`src/rtl/pipe_rate_change_ctrl.sv`:
```
// PIPE rate / PCLK change sequencer between the LTSSM and the PHY.
// Handles EIDLE, Rate/PCLKRate, PclkChangeOk/Ack, PhyStatus and timeout.
module pipe_rate_change_ctrl #(
  parameter int LANESNUMBER    = 16,
  parameter int MAX_GEN        = 1,
  parameter int GEN1_PIPEWIDTH = 8,
  parameter int GEN2_PIPEWIDTH = 8,
  parameter int GEN3_PIPEWIDTH = 8,
  parameter int GEN4_PIPEWIDTH = 8,
  parameter int GEN5_PIPEWIDTH = 8,
  parameter int EIDLE_CYCLES   = 8,
  parameter int TIMEOUT_CYCLES = 4096
) (
  input  logic                   pclk,
  input  logic                   reset_n,
  input  logic                   rate_req,
  input  logic [2:0]             target_gen,
  input  logic [LANESNUMBER-1:0] lane_mask,
  input  logic                   PclkChangeOk,
  input  logic [LANESNUMBER-1:0] PhyStatus,
  output logic [3:0]             Rate,
  output logic [4:0]             PCLKRate,
  output logic                   PclkChangeAck,
  output logic [1:0]             width,
  output logic                   tx_eidle_req,
  output logic                   busy,
  output logic                   rate_done,
  output logic                   rate_error,
  output logic [2:0]             cur_gen
);

  localparam int CMAX = (EIDLE_CYCLES > TIMEOUT_CYCLES) ?
                        EIDLE_CYCLES : TIMEOUT_CYCLES;
  localparam int CW = $clog2(CMAX + 1);

  localparam logic [CW-1:0] E_LAST = CW'(EIDLE_CYCLES - 1);
  localparam logic [CW-1:0] T_LAST = CW'(TIMEOUT_CYCLES - 1);
  localparam logic [CW-1:0] C_SAT  = '1;
  localparam logic [2:0]    MAXG   = 3'(MAX_GEN);

  localparam logic [LANESNUMBER-1:0] LANE0 = LANESNUMBER'(1);

  typedef enum logic [2:0] {
    S_IDLE,
    S_EIDLE,
    S_SETRATE,
    S_ACK,
    S_DONE
  } state_e;

  state_e                 state_q, state_d;
  logic [CW-1:0]          cnt_q, cnt_d, cnt_inc;
  logic [2:0]             tgt_q, tgt_d;
  logic [2:0]             gen_q, gen_d;
  logic [LANESNUMBER-1:0] mask_q, mask_d;
  logic [LANESNUMBER-1:0] sticky_q, sticky_d;
  logic                   done_q, done_d;
  logic                   err_q, err_d;
  logic [2:0]             drv_gen;
  logic                   in_flight;

  function automatic logic [1:0] wenc(input int w);
    case (w)
      16:      return 2'd1;
      32:      return 2'd2;
      default: return 2'd0;
    endcase
  endfunction

  function automatic logic [1:0] gen_w(input logic [2:0] g);
    case (g)
      3'd2:    return wenc(GEN2_PIPEWIDTH);
      3'd3:    return wenc(GEN3_PIPEWIDTH);
      3'd4:    return wenc(GEN4_PIPEWIDTH);
      3'd5:    return wenc(GEN5_PIPEWIDTH);
      default: return wenc(GEN1_PIPEWIDTH);
    endcase
  endfunction

  // State and datapath registers; reset aborts any change in flight
  always_ff @(posedge pclk or negedge reset_n) begin
    if (!reset_n) begin
      state_q  <= S_IDLE;
      cnt_q    <= '0;
      tgt_q    <= 3'd1;
      gen_q    <= 3'd1;
      mask_q   <= '0;
      sticky_q <= '0;
      done_q   <= 1'b0;
      err_q    <= 1'b0;
    end else begin
      state_q  <= state_d;
      cnt_q    <= cnt_d;
      tgt_q    <= tgt_d;
      gen_q    <= gen_d;
      mask_q   <= mask_d;
      sticky_q <= sticky_d;
      done_q   <= done_d;
      err_q    <= err_d;
    end
  end

  // Sequencer: next state, counters, sticky PhyStatus and result pulses
  always_comb begin
    state_d  = state_q;
    cnt_d    = cnt_q;
    tgt_d    = tgt_q;
    gen_d    = gen_q;
    mask_d   = mask_q;
    sticky_d = sticky_q;
    done_d   = 1'b0;
    err_d    = 1'b0;
    cnt_inc  = (cnt_q == C_SAT) ? cnt_q : cnt_q + 1'b1;
    unique case (state_q)
      S_IDLE: begin
        if (rate_req) begin
          if (target_gen == 3'd0 || target_gen > MAXG) begin
            err_d = 1'b1;
          end else if (target_gen == gen_q) begin
            done_d = 1'b1;
          end else begin
            tgt_d   = target_gen;
            mask_d  = (lane_mask == '0) ? LANE0 : lane_mask;
            cnt_d   = '0;
            state_d = S_EIDLE;
          end
        end
      end
      S_EIDLE: begin
        if (cnt_q >= E_LAST) begin
          cnt_d   = '0;
          state_d = S_SETRATE;
        end else begin
          cnt_d = cnt_inc;
        end
      end
      S_SETRATE: begin
        if (PclkChangeOk) begin
          cnt_d    = '0;
          sticky_d = '0;
          state_d  = S_ACK;
        end else if (cnt_q >= T_LAST) begin
          err_d   = 1'b1;
          state_d = S_IDLE;
        end else begin
          cnt_d = cnt_inc;
        end
      end
      S_ACK: begin
        sticky_d = sticky_q | PhyStatus;
        if (&(sticky_d | ~mask_q)) begin
          gen_d   = tgt_q;
          state_d = S_DONE;
        end else if (cnt_q >= T_LAST) begin
          err_d   = 1'b1;
          state_d = S_IDLE;
        end else begin
          cnt_d = cnt_inc;
        end
      end
      S_DONE: begin
        state_d = S_IDLE;
      end
      default: begin
        state_d = S_IDLE;
      end
    endcase
  end

  // PHY-facing rate follows the target only while the change is live
  always_comb begin
    in_flight = (state_q == S_SETRATE) || (state_q == S_ACK);
    drv_gen   = in_flight ? tgt_q : gen_q;
  end

  assign busy          = (state_q == S_EIDLE) || in_flight;
  assign tx_eidle_req  = busy;
  assign PclkChangeAck = (state_q == S_ACK);
  assign rate_done     = (state_q == S_DONE) || done_q;
  assign rate_error    = err_q;
  assign cur_gen       = gen_q;
  assign Rate          = {1'b0, drv_gen - 3'd1};
  assign PCLKRate      = {2'b00, drv_gen - 3'd1};
  assign width         = gen_w(drv_gen);

endmodule

```
`config.mk`:
```
export PLATFORM = sky130hd
export DESIGN_NAME = pipe_rate_change_ctrl
export DESIGN_NICKNAME = d
export VERILOG_FILES = /design/src/rtl/pipe_rate_change_ctrl.sv
export SDC_FILE = /design/constraint.sdc
export NUM_CORES = 1
export LEC_CHECK = 0
export ABC_AREA = 1
export BUFFER_PORTS_ARGS = -buffer_cell sky130_fd_sc_hd__buf_2
export CAP_MARGIN = 20
export CORE_MARGIN = 1
export CORE_UTILIZATION = 35
export DETAILED_ROUTE_END_ITERATION = 10
export PLACE_DENSITY_LB_ADDON = 0.1
export SLEW_MARGIN = 20
export SYNTH_ARGS = -nofsm -noshare
export SYNTH_HDL_FRONTEND = slang
export SYNTH_SLANG_ARGS = --single-unit
```
`constraint.sdc`:
```
create_clock -name pclk -period 2.5 [get_ports pclk]
set_clock_uncertainty 0.1 [all_clocks]
set_input_delay 0.75 -clock pclk [delete_from_list [all_inputs] [get_ports pclk]]
set_output_delay 0.75 -clock pclk [all_outputs]
set_load 0.01 [all_outputs]
```
==> run_results.csv, run 1 <==
group,metric,value,unit
outcome,outcome,"complete, no violations",
cells_and_area,syn_to_final_growth,16.86,%
floorplan,die_y,97.59,um
synthesis,syn_inst,436,
sta,min_period,2.412,ns
synthesis,seq_area_frac_synth,0.4390,
grt,overflow,0,
clock_tree,path_clk_slew,0.10,ns
sta,layout_setup_ws,0.08803,ns
worst_setup_path,path_max_fanout,6,
cells_and_area,layout.nets,533,
cells_and_area,multi_input_area,1550,um^2
clock_tree,clock_sinks,56,
synthesis,yosys.area_share.simple,0.3552,
placed_design,pre_cts_ws,0.2475,ns
synthesis,ys_seq_elements,56,
grt,track_usage,0.1642,
pwr,peakVddDrop,0.0003659,V
drt,detail-route-antenna-nets,0,
drt,viasPerCell,4.656,
clock_tree,root_buffer,"clkbuf_8",
clock_tree,htreeDepth,2,
placed_design,dp.cells,591,
synthesis,yosys.cell_types.count,33,
grt,antenna_found_initial,0,
floorplan,rows,34,
drt,dr.pass1.iters,4,
cells_and_area,diodes,0,
synthesis,netlist_area,3198,um^2
worst_hold_path,hold_path_class,"input pin to async pin",
worst_setup_path,criticalPathCategory,"flip-flop to primary output",
worst_setup_path,worstPathRequired,1.65,ns
grt,grt_max_degree,28,
synthesis,synth_area_per_cell,7.335,um^2
cells_and_area,fill_cells,929,
synthesis,synth-compound-area-share,0.08099,
floorplan,die_x,97.59,um
worst_setup_path,critPathLaunchType,"flip-flop",
floorplan,initial_core_util,0.3649,
sta,worstMarginPinSlew,0.6014,ns
cells_and_area,final_cells,601,
floorplan,core-area,8763,um^2
cells_and_area,layout-drive-gt1-share,0.2130,
synthesis,ys.warnings.count,0,
sta,hold_ws,0.3472,ns
placed_design,dp_hpwl,5678,um
synthesis,synth_xor_area_frac,0.02739,
cells_and_area,final_common_cell,"nand2_1",
worst_setup_path,arrival,1.56,ns
drt,wirelength,7420,um
clock_tree,cts_buffer_depth,2,
clock_tree,cts_tree,"built",
run,drv_cap,0,
drt,drt-wirelength-per-cell,12.35,um
sta,maxSlewHeadroom,0.5991,
floorplan,io_pins,58,
grt,grt_pass1_vias,2600,
cells_and_area,seq_area,1405,um^2
drt,drt_iter0_drc,100,
drt,via_count,2798,
cells_and_area,final_cell_mix,"161 x nand2_1, 53 x dfrtp_1, 52 x buf_2",
sta,fin_tns_setup,0,ns
clock_tree,insertion_delay,0.31,ns
placed_design,place_congestion,0.9144,
sta,drv_slew,0,
synthesis,synth_mux_area_frac,0,
synthesis,synthAdderAreaFrac,0.007825,
drt,drc_errors,0,
pwr,p_leak,2.005,nW
sta,rsz0062_at_grt,"false",
grt,grt_pass1_wl,12640,um
sta,setup_viol,0,
clock_tree,cts_hold_buf,0,
sta,finalHoldViolCount,0,
sta,fin_crit_sh,0.9648,
pwr,power.density,919.6,nW/um^2
placed_design,numPortBuffers,52,
synthesis,synth_top_family_by_area,"simple AND/OR/NAND/NOR gates",
worst_setup_path,worstSetupEndpointType,"primary output",
clock_tree,cts_buffers,5,
sta,fmax,414.6,MHz
floorplan,die_area,9524,um^2
kinds of logic (layout without fill, tap and decap cells):
family          after synthesis  in the layout
fa+ha+maj                     2              2
flops                        56             56
other cells                   1              5
buf+inv                      65            118
simple gates                253            253
compound gates               49             49
xor+xnor                     10             10
metal layers:
metal / global-route usage / wire [um] / share of wire
met5: 0 / 0 / 0
met4: 0.04412 / 99 / 0.013
met3: 0.02230 / 264 / 0.036
met2: 0.2609 / 3364 / 0.45
met1: 0.2342 / 3692 / 0.50
power breakdown:
part | internal (mW) | leakage, nW | switching [mW]
Combinational | 0.545 | 1.25 | 0.839
Sequential | 1.22 | 0.687 | 0.198
Clock | 0.354 | 0.0645 | 0.284
Total | 2.12 | 2.01 | 1.32
path summary, 6_finish.rpt:
path | startpoint | slack (ns) | depth (start not counted) | to
max reg2reg | cnt_q[1] | 0.43 | 11 | cnt_q[3]
min in group pclk | mask_q[2] | 0.38 | 2 | mask_q[2]
max | state_q[2] | 0.09 | 4 | PclkChangeAck
min | reset_n | 0.35 | 1 | cnt_q[10]
min reg2reg | mask_q[2] | 0.38 | 2 | mask_q[2]
max in group asynchronous | reset_n | 1.40 | 2 | mask_q[10]
cell type report:
type	count	share of cell area
Inverter	50	0.05022
Tap cell	108	0.03616
Sequential cell	56	0.3760
Multi-Input combinational cell	319	0.4148
Clock inverter	1	0.008035
Timing Repair Buffer	60	0.08905
Clock buffer	7	0.02578
cells in the mapped netlist (all sizes together):
cell type | instances | share of area
nand2 | 166 | 0.20
dfrtp | 54 | 0.42
inv | 49 | 0.058
nor2 | 48 | 0.077
o21ai | 40 | 0.063
nand3 | 19 | 0.037
buf | 13 | 0.027
nor3 | 8 | 0.020
nand4 | 7 | 0.014
a21oi | 6 | 0.012
xor2 | 6 | 0.016
nor4 | 4 | 0.0078
xnor2 | 4 | 0.011
clkbuf | 2 | 0.0023
dfstp | 2 | 0.016
ha | 2 | 0.0078
a22oi | 1 | 0.0023
a31oi | 1 | 0.0020
and2 | 1 | 0.0020
clkinv | 1 | 0.0012
conb | 1 | 0.0012
o21bai | 1 | 0.0023
through the flow:
step           power (mW)  cell area [um^2]    util
2_1_floorplan       2.424              3213       -
3_3_place_gp        2.755              3571  0.4075
3_5_place_dp        2.781              3571  0.4075
4_1_cts             3.454              3711  0.4235
5_1_grt             3.755              3737  0.4265
6_report            3.437              3737  0.4265
worst max-delay path, cell delays in order (launching register included):
cell and delay, ns:
dfrtp_1 0.41, buf_4 0.14, buf_4 0.15, nor3_4 0.35, buf_2 0.21
sequential cells by signal, indices dropped and copies added (netlist names):
register,count
cnt_q,13
cur_gen,3
done_q,1
mask_q,16
rate_error,1
state_q,3
sticky_q,16
tgt_q,3
what timing repair did:
| action | in CTS | in global routing |
|---|---|---|
| pin swaps | 0 | 3 |
| endpoints found under the setup margin | 4 | 4 |
| gates resized for setup | 4 | 4 |
| buffers inserted | 0 | 2 |
| cloned | 0 | 0 |
Power figures use the tool's default switching activity.
==> run 2, diff against run 1 <==
--- a/config.mk
+++ b/config.mk
@@ -11,7 +11,9 @@
 export CORE_MARGIN = 1
 export CORE_UTILIZATION = 35
 export DETAILED_ROUTE_END_ITERATION = 10
+export GPL_TIMING_DRIVEN = 0
 export PLACE_DENSITY_LB_ADDON = 0.1
+export REMOVE_ABC_BUFFERS = 1
 export SLEW_MARGIN = 20
 export SYNTH_ARGS = -nofsm -noshare
 export SYNTH_HDL_FRONTEND = slang
==> run_results.csv, run 2 (synthesis gave the netlist of run 1 again) <==
group,metric,value,unit
clock_tree,path_clk_slew,0.11,ns
clock_tree,cts_tree,"built",
floorplan,io_pins,58,
cells_and_area,layout.nets,529,
sta,worstMarginPinSlew,0.7319,ns
cells_and_area,final_cell_mix,"161 x nand2_1, 52 x dfrtp_1, 51 x buf_2",
clock_tree,cts_hold_buf,0,
clock_tree,cts_buffers,5,
sta,maxSlewHeadroom,0.5120,
drt,viasPerCell,4.640,
worst_hold_path,hold_path_class,"input pin to async pin",
floorplan,die_area,9524,um^2
grt,antenna_found_initial,0,
grt,grt_pass1_wl,12770,um
sta,min_period,2.449,ns
drt,detail-route-antenna-nets,0,
cells_and_area,final_common_cell,"nand2_1",
clock_tree,clock_sinks,56,
floorplan,initial_core_util,0.3649,
worst_setup_path,worstSetupEndpointType,"primary output",
grt,overflow,0,
worst_setup_path,criticalPathCategory,"flip-flop to primary output",
cells_and_area,syn_to_final_growth,15.34,%
clock_tree,insertion_delay,0.32,ns
cells_and_area,layout-drive-gt1-share,0.2106,
floorplan,die_y,97.59,um
cells_and_area,diodes,0,
grt,grt_max_degree,57,
run,drv_cap,0,
grt,grt_pass1_vias,2720,
grt,track_usage,0.1646,
drt,drc_errors,0,
worst_setup_path,arrival,1.60,ns
outcome,outcome,"complete, no violations",
drt,drt_iter0_drc,122,
floorplan,rows,34,
floorplan,core-area,8763,um^2
clock_tree,root_buffer,"clkbuf_8",
pwr,power.total,3.375,mW
sta,fmax,408.4,MHz
placed_design,dp_hpwl,5408,um
clock_tree,htreeDepth,2,
cells_and_area,post-route-util,0.4209,
sta,drv_slew,0,
worst_setup_path,critPathLaunchType,"flip-flop",
pwr,p_leak,1.970,nW
clock_tree,cts_buffer_depth,2,
placed_design,numPortBuffers,52,
placed_design,place_congestion,0.8370,
pwr,peakVddDrop,0.0004009,V
sta,setup_viol,0,
cells_and_area,fill_cells,958,
cells_and_area,reg.largest.list,"mask_q: 16 flops, sticky_q: 16 flops, cnt_q: 13 flops",
drt,drt-wirelength-per-cell,12.42,um
drt,dr.pass1.iters,4,
sta,fin_crit_sh,0.9795,
drt,wirelength,7415,um
worst_setup_path,path_max_fanout,6,
sta,rsz0062_at_grt,"true",
pwr,power.density,915.1,nW/um^2
floorplan,die_x,97.59,um
worst_setup_path,worstPathRequired,1.65,ns
sta,finalHoldViolCount,0,
drt,via_count,2770,
run 2: worst max-delay path: stages, from the launching register on:
cell	delay [ns]
dfrtp_2	0.45
inv_4	0.10
nand2_8	0.07
nor2_4	0.11
a21oi_2	0.04
ha_2	0.19
xnor2_2	0.17
buf_2	0.15
run 2: final timing paths:
check / start / endpoint / slack, ns / cells past startpoint
min reg2reg: mask_q[2] / mask_q[2] / 0.38 / 2
min: reset_n / cnt_q[3] / 0.37 / 1
min in group pclk: mask_q[2] / mask_q[2] / 0.38 / 2
max: state_q[2] / Rate[2] / 0.05 / 7
max in group asynchronous: reset_n / state_q[2] / 1.40 / 1
max reg2reg: cnt_q[1] / cnt_q[4] / 0.44 / 11
run 2: routing by layer:
metal  GRT usage  up-vias  share of wire
li1            -     1457              -
met1      0.2150     1272           0.48
met4     0.03733        0         0.0076
met2      0.2856       34           0.48
met3     0.02590        7          0.028
met5           0        -              0
run 2: layout make-up:
class	count	area [um^2]	share of cell area
well taps	108	135.1	0.03664
clock buffers	5	68.82	0.01866
clock inverters	3	28.78	0.007802
flip-flops and latches	56	1406	0.3813
multi-input cells	319	1567	0.4247
repair buffers	56	292.8	0.07938
inverters	50	190.2	0.05156
run 2: stage by stage:
step | setup TNS (ns) | cell area (um^2) | worst slack (ns) | hold WS [ns] | cells
after floorplan | 0 | 3118 | 0.01526 | 0.3422 | 425
after global placement | 0 | 3513 | 0.08530 | 0.3562 | 585
after detailed placement | 0 | 3516 | 0.02253 | 0.3587 | 585
after CTS | 0 | 3643 | 0.01508 | 0.3872 | 594
after global routing | -0.1178 | 3689 | -0.06052 | 0.4107 | 597
final | 0 | 3689 | 0.05130 | 0.3730 | 597
run 2: where the power goes:
part | internal (mW) | switching (mW)
Combinational | 0.539 | 0.860
Clock | 0.213 | 0.341
Sequential | 1.22 | 0.206
Total | 1.97 | 1.41
run 2: timing repair:
item,CTS,global route
pin swaps,1,3
endpoints found under the setup margin,4,4
gates resized for setup,7,6
cloned,0,0
buffers inserted,1,3
==> run 3, diff against run 2 <==
==> constraint.sdc (replaced) <==
create_clock -name pclk -period 2.5 [get_ports pclk]
set_clock_uncertainty 0.1 [all_clocks]
set_input_delay 0.5 -clock pclk [delete_from_list [all_inputs] [get_ports pclk]]
set_output_delay 0.5 -clock pclk [all_outputs]
set_load 0.01 [all_outputs]
==> run_results.csv, run 3 (synthesis gave the netlist of run 1 again) <==
group,metric,value,unit
sta,drv_slew,0,
drt,drt-wirelength-per-cell,12.43,um
cells_and_area,layout-drive-gt1-share,0.1934,
pwr,pwr-share-clk,0.167,
cells_and_area,final_common_cell,"nand2_1",
floorplan,die_x,97.59,um
sta,worstMarginPinSlew,0.7432,ns
clock_tree,path_clk_slew,0.11,ns
floorplan,die_y,97.59,um
grt,grt_max_degree,57,
drt,drt_iter0_drc,122,
sta,setup_viol,0,
drt,detail-route-antenna-nets,0,
worst_setup_path,criticalPathCategory,"flip-flop to primary output",
sta,fin_crit_sh,0.9409,
worst_setup_path,worstSetupEndpointType,"primary output",
grt,track_usage,0.1638,
floorplan,initial_core_util,0.3649,
clock_tree,cts_buffers,5,
placed_design,dp_hpwl,5408,um
worst_setup_path,slowest_delay,0.43,ns
worst_hold_path,hold_path_class,"input pin to async pin",
run,drv_cap,0,
drt,drc_errors,0,
drt,via_count,2773,
worst_setup_path,r2r_slack,0.43,ns
floorplan,rows,34,
cells_and_area,diodes,0,
worst_setup_path,worstPathRequired,1.90,ns
pwr,p_sw,1.385,mW
drt,viasPerCell,4.668,
worst_setup_path,crit_chain,"inv_1 -> nand2_2 -> a21oi_1 -> ha_1 -> xnor2_2 -> buf_2",
cells_and_area,layout.nets,526,
worst_setup_path,path_max_fanout,6,
cells_and_area,post-route-util,0.4145,
clock_tree,htreeDepth,2,
pwr,share_seq_of_total_power,0.426,
worst_setup_path,arrival,1.75,ns
pwr,power.density,913.5,nW/um^2
worst_setup_path,cp_slowest_cell,"dfrtp_2",
placed_design,place_congestion,0.8370,
grt,antenna_found_initial,0,
clock_tree,cts_tree,"built",
pwr,internal_power,1.933,mW
clock_tree,root_buffer,"clkbuf_8",
placed_design,numPortBuffers,52,
clock_tree,cts_hold_buf,0,
worst_setup_path,critPathLaunchType,"flip-flop",
floorplan,core-area,8763,um^2
cells_and_area,syn_to_final_growth,13.58,%
outcome,outcome,"complete, no violations",
sta,maxSlewHeadroom,0.5046,
clock_tree,clock_sinks,56,
pwr,swShare,0.4175,
pwr,peakVddDrop,0.0004004,V
floorplan,io_pins,58,
grt,grt_pass1_vias,2705,
clock_tree,cts_buffer_depth,2,
sta,hold_ws,0.1225,ns
cells_and_area,final_cell_mix,"161 x nand2_1, 53 x dfrtp_1, 51 x buf_2",
cells_and_area,reg.largest.list,"mask_q: 16 flops, sticky_q: 16 flops, cnt_q: 13 flops",
pwr,power_frac_comb,0.407,
drt,dr.pass1.iters,4,
sta,finalHoldViolCount,0,
drt,wirelength,7381,um
sta,min_period,2.352,ns
sta,fmax,425.1,MHz
grt,grt_pass1_wl,12720,um
grt,overflow,0,
floorplan,die_area,9524,um^2
pwr,p_leak,1.957,nW
clock_tree,insertion_delay,0.32,ns
run 3: path summary, 6_finish.rpt:
kind,startpoint,endpoint,cells past startpoint
max,state_q[2],Rate[2],6
min,reset_n,cnt_q[3],1
max reg2reg,cnt_q[1],cnt_q[4],11
min reg2reg,mask_q[2],mask_q[2],2
max in group asynchronous,reset_n,state_q[2],1
min in group pclk,lane_mask[1],mask_q[1],3
run 3: power by group through the flow:
stage / Clock [mW] / Combinational [mW] / Sequential [mW]
2_1_floorplan: 0 / 0.907 / 1.40
3_3_place_gp: 0 / 1.31 / 1.43
3_5_place_dp: 0 / 1.34 / 1.44
4_1_cts: 0.573 / 1.35 / 1.41
5_1_grt: 0.611 / 1.55 / 1.46
6_report: 0.555 / 1.35 / 1.41
run 3: routing by layer:
layer  global-route usage  share of wire
met1               0.2149           0.48
met2               0.2829           0.48
met3              0.02590          0.031
met4              0.03733         0.0062
met5                    0              0
run 3: critical path, delay by kind of cell (launching register included):
kind            cells  cell delay, ns
buf+inv             2            0.28
compound gates      1            0.24
flops               1            0.43
xor+xnor            1            0.13
simple gates        1            0.12
fa+ha+maj           1            0.24
run 3: repair_timing:
| item | in CTS | in global routing |
|---|---|---|
| pin swaps | 0 | 0 |
| endpoints found under the hold margin | 0 | 0 |
| gates resized for setup | 1 | 2 |
| buffers inserted | 1 | 0 |
| setup endpoints to repair | 4 | 2 |
run 3: through the flow:
| stage | setup TNS [ns] | area (um^2) | instances | power [mW] | setup slack (ns) |
|---|---|---|---|---|---|
| after global placement | 0 | 3513 | 585 | 2.742 | 0.3353 |
| after floorplan | 0 | 3118 | 425 | 2.310 | 0.2653 |
| after global routing | -0.01740 | 3632 | 594 | 3.621 | -0.01032 |
| after CTS | 0 | 3622 | 594 | 3.341 | 0.06664 |
| final | 0 | 3632 | 594 | 3.318 | 0.1478 |
| after detailed placement | 0 | 3516 | 585 | 2.775 | 0.2725 |
run 3: area by class of cell:
type                    count  area (um^2)
clock buffers               5        68.82
fillers                   965         5131
inverters                  50        187.7
flip-flops and latches     56         1405
multi-input cells         319         1536
repair buffers             53        270.3
clock inverters             3        28.78
well taps                 108        135.1
